===== src/rtl/dp_aux_txn_monitor_if.sv =====
// AUX request/reply bus seen by the transaction monitor, plus the monitor's error report.
interface dp_aux_txn_monitor_if #(
    parameter int unsigned NUM_CH    = 2,
    parameter int unsigned LEN_W     = 8,
    parameter int unsigned ERR_CNT_W = 8
);
    localparam int unsigned CH_W = (NUM_CH > 1) ? $clog2(NUM_CH) : 1;

    logic                    hpd_detect;
    logic [NUM_CH-1:0]       txn_vld;
    logic [4*NUM_CH-1:0]     cmd;
    logic [LEN_W*NUM_CH-1:0] len;
    logic [NUM_CH-1:0]       ack_vld;
    logic [2*NUM_CH-1:0]     ack;
    logic [NUM_CH-1:0]       data_vld;
    logic [NUM_CH-1:0]       busy;
    logic                    err_valid;
    logic [CH_W-1:0]         err_ch;
    logic [3:0]              err_code;
    logic [15:0]             err_sticky;
    logic [ERR_CNT_W-1:0]    err_cnt;

    modport master (
        output hpd_detect, txn_vld, cmd, len, ack_vld, ack, data_vld,
        input  busy, err_valid, err_ch, err_code, err_sticky, err_cnt
    );

    modport slave (
        input  hpd_detect, txn_vld, cmd, len, ack_vld, ack, data_vld,
        output busy, err_valid, err_ch, err_code, err_sticky, err_cnt
    );
endinterface


===== src/rtl/dp_aux_txn_monitor.sv =====
// Per-channel AUX request/reply protocol monitor with registered error pulses,
// sticky code flags and a saturating error counter.
module dp_aux_txn_monitor #(
    parameter int unsigned          NUM_CH      = 2,
    parameter int unsigned          LEN_W       = 8,
    parameter int unsigned          MAX_LEN     = 15,
    parameter logic [16*NUM_CH-1:0] CMD_MASK    = {NUM_CH{16'h0303}},
    parameter int unsigned          TIMEOUT_CYC = 400,
    parameter int unsigned          DEFER_MAX   = 7,
    parameter int unsigned          ERR_CNT_W   = 8
) (
    input logic                 clk_AUX,
    input logic                 rst,
    dp_aux_txn_monitor_if.slave mon
);
    localparam int unsigned CH_W   = (NUM_CH > 1) ? $clog2(NUM_CH) : 1;
    localparam int unsigned TMR_W  = $clog2(TIMEOUT_CYC + 1);
    localparam int unsigned BEAT_W = LEN_W + 1;
    localparam int unsigned DEF_W  = $clog2(DEFER_MAX + 2);

    localparam int unsigned C_MULTI_REQ   = 1;
    localparam int unsigned C_MULTI_REPLY = 2;
    localparam int unsigned C_BAD_CMD     = 3;
    localparam int unsigned C_LEN_OVF     = 4;
    localparam int unsigned C_REQ_BUSY    = 5;
    localparam int unsigned C_UNSOL       = 6;
    localparam int unsigned C_BAD_ACK     = 7;
    localparam int unsigned C_TIMEOUT     = 8;
    localparam int unsigned C_DEFER_LIM   = 9;
    localparam int unsigned C_WR_DATA     = 10;
    localparam int unsigned C_NACK_NO_M   = 11;

    typedef enum logic [1:0] {ST_IDLE, ST_WAIT_ACK, ST_RD_DATA, ST_NACK_M} state_t;

    state_t              r_state     [NUM_CH];
    state_t              w_state_nxt [NUM_CH];
    logic                r_rd        [NUM_CH];
    logic                w_rd_nxt    [NUM_CH];
    logic [LEN_W-1:0]    r_len       [NUM_CH];
    logic [LEN_W-1:0]    w_len_nxt   [NUM_CH];
    logic [TMR_W-1:0]    r_timer     [NUM_CH];
    logic [TMR_W-1:0]    w_timer_nxt [NUM_CH];
    logic [BEAT_W-1:0]   r_beats     [NUM_CH];
    logic [BEAT_W-1:0]   w_beats_nxt [NUM_CH];
    logic [DEF_W-1:0]    r_defer     [NUM_CH];
    logic [DEF_W-1:0]    w_defer_nxt [NUM_CH];
    logic                r_wr_arm    [NUM_CH];
    logic                w_wr_arm_nxt[NUM_CH];
    logic [15:0]         w_err       [NUM_CH];

    logic                w_multi_req;
    logic                w_multi_rep;
    logic [NUM_CH-1:0]   w_reply;
    logic [15:0]         w_err_any;
    logic [3:0]          w_err_code;
    logic [CH_W-1:0]     w_err_ch;

    logic [NUM_CH-1:0]    r_busy;
    logic                 r_err_valid;
    logic [CH_W-1:0]      r_err_ch;
    logic [3:0]           r_err_code;
    logic [15:0]          r_err_sticky;
    logic [ERR_CNT_W-1:0] r_err_cnt;

    assign w_reply     = mon.ack_vld | mon.data_vld;
    assign w_multi_req = ($countones(mon.txn_vld) > 1);
    assign w_multi_rep = ($countones(w_reply) > 1);

    // Next-state and per-channel error detection
    always_comb begin
        for (int ch = 0; ch < NUM_CH; ch++) begin
            w_state_nxt[ch]  = r_state[ch];
            w_rd_nxt[ch]     = r_rd[ch];
            w_len_nxt[ch]    = r_len[ch];
            w_timer_nxt[ch]  = r_timer[ch];
            w_beats_nxt[ch]  = r_beats[ch];
            w_defer_nxt[ch]  = r_defer[ch];
            w_wr_arm_nxt[ch] = 1'b0;
            w_err[ch]        = '0;

            if (!mon.hpd_detect) begin
                w_state_nxt[ch] = ST_IDLE;
                w_timer_nxt[ch] = '0;
                w_defer_nxt[ch] = '0;
            end else begin
                if (w_multi_req && mon.txn_vld[ch])
                    w_err[ch][C_MULTI_REQ] = 1'b1;
                if (w_multi_rep && w_reply[ch])
                    w_err[ch][C_MULTI_REPLY] = 1'b1;
                if (mon.txn_vld[ch] && (r_state[ch] != ST_IDLE))
                    w_err[ch][C_REQ_BUSY] = 1'b1;

                unique case (r_state[ch])
                    ST_IDLE: begin
                        if (mon.data_vld[ch]) begin
                            if (r_wr_arm[ch]) w_err[ch][C_WR_DATA] = 1'b1;
                            else              w_err[ch][C_UNSOL]   = 1'b1;
                        end
                        if (mon.ack_vld[ch])
                            w_err[ch][C_UNSOL] = 1'b1;
                        if (mon.txn_vld[ch]) begin
                            if (!CMD_MASK[16*ch + int'(mon.cmd[4*ch +: 4])])
                                w_err[ch][C_BAD_CMD] = 1'b1;
                            if (mon.len[LEN_W*ch +: LEN_W] > LEN_W'(MAX_LEN))
                                w_err[ch][C_LEN_OVF] = 1'b1;
                            w_state_nxt[ch] = ST_WAIT_ACK;
                            w_rd_nxt[ch]    = mon.cmd[4*ch];
                            w_len_nxt[ch]   = mon.len[LEN_W*ch +: LEN_W];
                            w_timer_nxt[ch] = '0;
                        end
                    end
                    ST_WAIT_ACK: begin
                        if (mon.data_vld[ch])
                            w_err[ch][C_UNSOL] = 1'b1;
                        if (mon.ack_vld[ch]) begin
                            unique case (mon.ack[2*ch +: 2])
                                2'b00: begin
                                    w_defer_nxt[ch] = '0;
                                    if (r_rd[ch]) begin
                                        w_state_nxt[ch] = ST_RD_DATA;
                                        w_beats_nxt[ch] = BEAT_W'(r_len[ch]) + BEAT_W'(1);
                                        w_timer_nxt[ch] = '0;
                                    end else begin
                                        w_state_nxt[ch]  = ST_IDLE;
                                        w_wr_arm_nxt[ch] = 1'b1;
                                    end
                                end
                                2'b01: begin
                                    if (r_rd[ch]) begin
                                        w_state_nxt[ch] = ST_IDLE;
                                        w_defer_nxt[ch] = '0;
                                    end else begin
                                        w_state_nxt[ch] = ST_NACK_M;
                                    end
                                end
                                2'b10: begin
                                    w_state_nxt[ch] = ST_IDLE;
                                    if (r_defer[ch] == DEF_W'(DEFER_MAX)) begin
                                        w_err[ch][C_DEFER_LIM] = 1'b1;
                                        w_defer_nxt[ch] = '0;
                                    end else begin
                                        w_defer_nxt[ch] = r_defer[ch] + DEF_W'(1);
                                    end
                                end
                                2'b11: begin
                                    w_err[ch][C_BAD_ACK] = 1'b1;
                                    w_state_nxt[ch] = ST_IDLE;
                                end
                            endcase
                        end else if (r_timer[ch] == TMR_W'(TIMEOUT_CYC - 1)) begin
                            w_err[ch][C_TIMEOUT] = 1'b1;
                            w_state_nxt[ch] = ST_IDLE;
                        end else begin
                            w_timer_nxt[ch] = r_timer[ch] + TMR_W'(1);
                        end
                    end
                    ST_RD_DATA: begin
                        if (mon.ack_vld[ch])
                            w_err[ch][C_UNSOL] = 1'b1;
                        if (mon.data_vld[ch]) begin
                            w_beats_nxt[ch] = r_beats[ch] - BEAT_W'(1);
                            w_timer_nxt[ch] = '0;
                            if (r_beats[ch] == BEAT_W'(1))
                                w_state_nxt[ch] = ST_IDLE;
                        end else if (r_timer[ch] == TMR_W'(TIMEOUT_CYC - 1)) begin
                            w_err[ch][C_TIMEOUT] = 1'b1;
                            w_state_nxt[ch] = ST_IDLE;
                        end else begin
                            w_timer_nxt[ch] = r_timer[ch] + TMR_W'(1);
                        end
                    end
                    ST_NACK_M: begin
                        if (mon.ack_vld[ch])
                            w_err[ch][C_UNSOL] = 1'b1;
                        if (!mon.data_vld[ch])
                            w_err[ch][C_NACK_NO_M] = 1'b1;
                        w_state_nxt[ch] = ST_IDLE;
                        w_defer_nxt[ch] = '0;
                    end
                endcase
            end
        end
    end

    // Lowest code wins, then lowest channel; iterating downwards leaves the winner last
    always_comb begin
        w_err_any  = '0;
        w_err_code = '0;
        w_err_ch   = '0;
        for (int ch = 0; ch < NUM_CH; ch++)
            w_err_any = w_err_any | w_err[ch];
        for (int c = 15; c >= 1; c--) begin
            for (int ch = NUM_CH - 1; ch >= 0; ch--) begin
                if (w_err[ch][c]) begin
                    w_err_code = 4'(c);
                    w_err_ch   = CH_W'(ch);
                end
            end
        end
    end

    always_ff @(posedge clk_AUX) begin
        if (rst) begin
            for (int ch = 0; ch < NUM_CH; ch++) begin
                r_state[ch]  <= ST_IDLE;
                r_rd[ch]     <= 1'b0;
                r_len[ch]    <= '0;
                r_timer[ch]  <= '0;
                r_beats[ch]  <= '0;
                r_defer[ch]  <= '0;
                r_wr_arm[ch] <= 1'b0;
            end
            r_busy       <= '0;
            r_err_valid  <= 1'b0;
            r_err_ch     <= '0;
            r_err_code   <= '0;
            r_err_sticky <= '0;
            r_err_cnt    <= '0;
        end else begin
            for (int ch = 0; ch < NUM_CH; ch++) begin
                r_state[ch]  <= w_state_nxt[ch];
                r_rd[ch]     <= w_rd_nxt[ch];
                r_len[ch]    <= w_len_nxt[ch];
                r_timer[ch]  <= w_timer_nxt[ch];
                r_beats[ch]  <= w_beats_nxt[ch];
                r_defer[ch]  <= w_defer_nxt[ch];
                r_wr_arm[ch] <= w_wr_arm_nxt[ch];
                r_busy[ch]   <= (w_state_nxt[ch] != ST_IDLE);
            end
            r_err_valid  <= |w_err_any;
            r_err_ch     <= w_err_ch;
            r_err_code   <= w_err_code;
            r_err_sticky <= r_err_sticky | w_err_any;
            if ((|w_err_any) && (r_err_cnt != '1))
                r_err_cnt <= r_err_cnt + ERR_CNT_W'(1);
        end
    end

    assign mon.busy       = r_busy;
    assign mon.err_valid  = r_err_valid;
    assign mon.err_ch     = r_err_ch;
    assign mon.err_code   = r_err_code;
    assign mon.err_sticky = r_err_sticky;
    assign mon.err_cnt    = r_err_cnt;
endmodule

===== src/flat_wrapper.sv =====
// flat-port wrapper written by rule: the top's interface ports become plain ports
module dp_aux_txn_monitor_flat 
#(
    parameter int unsigned          NUM_CH      = 2,
    parameter int unsigned          LEN_W       = 8,
    parameter int unsigned          MAX_LEN     = 15,
    parameter logic [16*NUM_CH-1:0] CMD_MASK    = {NUM_CH{16'h0303}},
    parameter int unsigned          TIMEOUT_CYC = 400,
    parameter int unsigned          DEFER_MAX   = 7,
    parameter int unsigned          ERR_CNT_W   = 8
)
  (clk_AUX, rst, mon_hpd_detect, mon_txn_vld, mon_cmd, mon_len, mon_ack_vld, mon_ack, mon_data_vld, mon_busy, mon_err_valid, mon_err_ch, mon_err_code, mon_err_sticky, mon_err_cnt);
  dp_aux_txn_monitor_if #(.NUM_CH(NUM_CH), .LEN_W(LEN_W), .ERR_CNT_W(ERR_CNT_W)) mon_i ();
  input logic clk_AUX;
  input logic rst;
  input wire logic [$bits(mon_i.hpd_detect)-1:0] mon_hpd_detect;
  input wire logic [$bits(mon_i.txn_vld)-1:0] mon_txn_vld;
  input wire logic [$bits(mon_i.cmd)-1:0] mon_cmd;
  input wire logic [$bits(mon_i.len)-1:0] mon_len;
  input wire logic [$bits(mon_i.ack_vld)-1:0] mon_ack_vld;
  input wire logic [$bits(mon_i.ack)-1:0] mon_ack;
  input wire logic [$bits(mon_i.data_vld)-1:0] mon_data_vld;
  output wire logic [$bits(mon_i.busy)-1:0] mon_busy;
  output wire logic [$bits(mon_i.err_valid)-1:0] mon_err_valid;
  output wire logic [$bits(mon_i.err_ch)-1:0] mon_err_ch;
  output wire logic [$bits(mon_i.err_code)-1:0] mon_err_code;
  output wire logic [$bits(mon_i.err_sticky)-1:0] mon_err_sticky;
  output wire logic [$bits(mon_i.err_cnt)-1:0] mon_err_cnt;
  assign mon_i.hpd_detect = mon_hpd_detect;
  assign mon_i.txn_vld = mon_txn_vld;
  assign mon_i.cmd = mon_cmd;
  assign mon_i.len = mon_len;
  assign mon_i.ack_vld = mon_ack_vld;
  assign mon_i.ack = mon_ack;
  assign mon_i.data_vld = mon_data_vld;
  assign mon_busy = mon_i.busy;
  assign mon_err_valid = mon_i.err_valid;
  assign mon_err_ch = mon_i.err_ch;
  assign mon_err_code = mon_i.err_code;
  assign mon_err_sticky = mon_i.err_sticky;
  assign mon_err_cnt = mon_i.err_cnt;
  dp_aux_txn_monitor #(.NUM_CH(NUM_CH), .LEN_W(LEN_W), .MAX_LEN(MAX_LEN), .CMD_MASK(CMD_MASK), .TIMEOUT_CYC(TIMEOUT_CYC), .DEFER_MAX(DEFER_MAX), .ERR_CNT_W(ERR_CNT_W)) u_core (.clk_AUX(clk_AUX), .rst(rst), .mon(mon_i));
endmodule

===== config.mk =====
export PLATFORM = sky130hd
export DESIGN_NAME = dp_aux_txn_monitor_flat
export DESIGN_NICKNAME = d
export VERILOG_FILES = /design/src/rtl/dp_aux_txn_monitor_if.sv /design/src/rtl/dp_aux_txn_monitor.sv /design/src/flat_wrapper.sv
export SDC_FILE = /design/constraint.sdc
export NUM_CORES = 1
export LEC_CHECK = 0
export ABC_AREA = 1
export BUFFER_PORTS_ARGS = -buffer_cell sky130_fd_sc_hd__clkbuf_2
export CAP_MARGIN = 20
export CORE_ASPECT_RATIO = 0.7
export CORE_MARGIN = 5
export CORE_UTILIZATION = 50
export CTS_BUF_LIST = sky130_fd_sc_hd__clkbuf_8 sky130_fd_sc_hd__clkbuf_16
export CTS_CLUSTER_SIZE = 24
export DETAILED_ROUTE_END_ITERATION = 8
export PLACE_DENSITY = 0.81
export SYNTH_ARGS = -nofsm -noshare
export SYNTH_HDL_FRONTEND = slang
export SYNTH_SLANG_ARGS = --single-unit

===== constraint.sdc =====
create_clock -name clk_AUX -period 3 [get_ports clk_AUX]
set_clock_uncertainty 0.15 [all_clocks]
set_input_delay 0.3 -clock clk_AUX [delete_from_list [all_inputs] [get_ports clk_AUX]]
set_output_delay 0.3 -clock clk_AUX [all_outputs]
set_load 0.02 [all_outputs]

==> impl_metrics.tcl <==
set metrics [dict create \
    numCtsBuffers 9 \
    crit_start "u_core.r_state[0][2]" \
    timing.final.crit_share 0.882 \
    num-nets-final 881 \
    syn_area_per_cell_um2 7.06 \
    slew_headroom 0.500 \
    postCtsSetupRepairBufs 0 \
    slew_violations 0 \
    drv_cap 0 \
    coreArea_um2 10400 \
    dp_hpwl_um 10100 \
    grt_max_degree 25 \
    synth_seq_cells 95 \
    synth-edff-count 0 \
    wl_per_cell_um 14.0 \
    ys_async_sr_fraction 0 \
    hold_viol 0 \
    clkSinkCount 95 \
    path_class "flop to flop" \
    hold_start "mon_len[2]" \
    port_buffers 61 \
    endpoint_kind "flop" \
    grt_pass1_vias 4703 \
    drtIter0Drc 392 \
    worst_slack_ns 0.355 \
    final_core_util 0.587 \
    clk_latency_ns 0.35 \
    ys_seq_area_frac 0.357 \
    syn_to_final_growth_pct 14.5 \
    setup_tns_ns 0 \
    synthCells 755 \
    synth_top_area_share 0.357 \
    tightest_slew_ns 0.741 \
    synth_most_common_cell "nand2_1" \
    dp_slack_ns 0.438 \
    finalSetupViolations 0 \
    worstPathRequired_ns 3.05 \
    ctsHoldBuffers 0 \
    vias_per_cell 5.40 \
    yosys_most_used_dff "dfxtp_1" \
    antenna_found_initial 0 \
    yosysWarningCount 0 \
    post_cts_resize_count 0 \
    cp-start-kind "flop" \
    path_max_fanout 9 \
    place_congestion 0.904 \
    cts.clk_slew.worst_paths_ns 0.07 \
    synth_cell_types 49 \
    grt_pass1_wl_um 22100 \
    synth_top_area_cell "dfxtp_1" \
    r2r_slack_ns 0.36 \
    worstHoldPathType "primary input to flop" \
    status "complete, no violations" \
    synth_area_leaders "dfxtp_1 (36%), nand2_1 (8.2%), inv_1 (7.7%)" \
    critPathSlowestCell "dfxtp_1" \
    drive_above_1_share 0.137 \
    rows 31 \
    wl_um 13400 \
    p_leak_nw 2.70 \
    dieArea_um2 12900 \
    initial_utilization 0.513 \
    rsz0062_at_grt "no" \
    vias 5158 \
    final.min_clock_period_ns 2.64 \
    ctsLongestPathBuffers 2 \
    diodes 0 \
    drt_pass1_iterations 5 \
    pwr_density_cell_nw_per_um2 493 \
    grtUsageTotal 0.210 \
    synthTopCellsByCount "nand2_1 (117), inv_1 (110), dfxtp_1 (95)" \
    gr-total-overflow 0 \
    drc_errors 0 \
    total_power_mw 3.01 \
    ir_worst_vdd_uv 315 \
    arrival_ns 2.70 \
    critical-path-max-stage-delay_ns 0.41 \
    path_cells "inv_1, ha_1, inv_1, a31oi_1, o21ai_0, nand2_1, nor3_2, nand4_2, nand2_4, inv_4, nand2_1, a21oi_1" \
    syn_area_um2 5330 \
    ant_nets 0 \
    io_pins 69 \
    fmax_ghz 0.378 \
    cts_htree_levels 3 \
    reg2reg_from "u_core.r_state[0][2]" \
    die_width_um 133 \
    fin_hold_ws_ns 0.0850 \
    cts_tree "built" \
    cts_root_buf "clkbuf_16" \
    die_h_um 96.4 \
]
[worst max-delay path, delay by kind of cell, from the launching register on]
family / cells / cell delay (ns)
AO/OA/AOI/OAI: 3 / 0.44
adder cells (fa/ha/maj): 1 / 0.25
buffers and inverters: 3 / 0.34
flip-flops: 1 / 0.41
AND/OR/NAND/NOR: 5 / 0.92
[layer usage]
| metal | up-vias | track usage | wire length, um |
|---|---|---|---|
| met5 | - | 0 | 0 |
| met4 | 0 | 0.0557 | 190 |
| met3 | 18 | 0.0507 | 849 |
| met2 | 171 | 0.336 | 5660 |
| met1 | 2326 | 0.288 | 6650 |
| li1 | 2643 | - | - |
[cells by family (layout without fill, tap and decap cells)]
kind of cell    Yosys count  in the layout  share of synthesized area
xor+xnor                 21             21                     0.0345
simple gates            290            290                      0.246
flops                    95             95                      0.357
buf+inv                 137            202                      0.103
fa+ha+maj                25             25                     0.0587
other cells               1              5                   0.000704
compound gates          186            186                      0.201
[sequential cells by signal (all words and copies together), names as in the netlist]
register	count
u_core.r_beats	18
u_core.mon.err_valid	1
u_core.r_len	16
u_core.r_defer	8
u_core.mon.err_code	4
u_core.mon.err_cnt	8
u_core.r_state	4
u_core.mon.err_sticky	11
u_core.r_timer	18
u_core.mon.err_ch	1
u_core.r_wr_arm	2
u_core.mon.busy	2
u_core.r_rd	2
[area by class of cell]
type | count | area, um^2
fillers | 1007 | 4290
multi-input cells | 527 | 2900
flip-flops and latches | 95 | 1900
inverters | 116 | 438
repair buffers | 70 | 373
clock buffers | 9 | 225
well taps | 132 | 165
clock inverters | 7 | 103
[stage by stage]
stage,cell area (um^2),instances
2_1_floorplan,5350,759
3_3_place_gp,5770,940
3_5_place_dp,5770,940
4_1_cts,6100,956
5_1_grt,6100,956
6_report,6100,956
[layout by cell type, fill, tap and decap left out, types with 3 or more instances in the layout]
cell type and count:
nand2_1 117, inv_1 110, dfxtp_1 95, nor2_1 75
a21oi_1 70, o21ai_0 62, clkbuf_2 61, nand3_1 35
nor3_1 26, ha_1 25, xor2_1 14, nand4_1 11
clkbuf_16 9, buf_4 9, o211ai_1 8, a31oi_1 8
o21ai_1 7, xnor2_1 7, a211oi_1 7, nor4_1 5
conb_1 5, inv_2 4, nor2_2 4, nand2_2 4
o311ai_0 3, o22ai_1 3, nor3_2 3, o31ai_1 3
a221oi_1 3
[where the power goes]
group | total [mW] | switching (mW) | internal (mW)
Sequential | 1.35 | 0.0373 | 1.31
Combinational | 0.395 | 0.264 | 0.131
Clock | 1.26 | 0.521 | 0.742
Total | 3.01 | 0.822 | 2.18
[worst paths after layout]
check,endpoint,depth (start not counted)
hold reg to reg,u_core.r_timer[0][8],2
setup reg to reg,u_core.mon.err_cnt[4],12
hold / removal,u_core.r_len[0][2],3
setup / recovery,u_core.mon.err_cnt[4],12
Note: power is estimated with default switching activity, not from simulation.
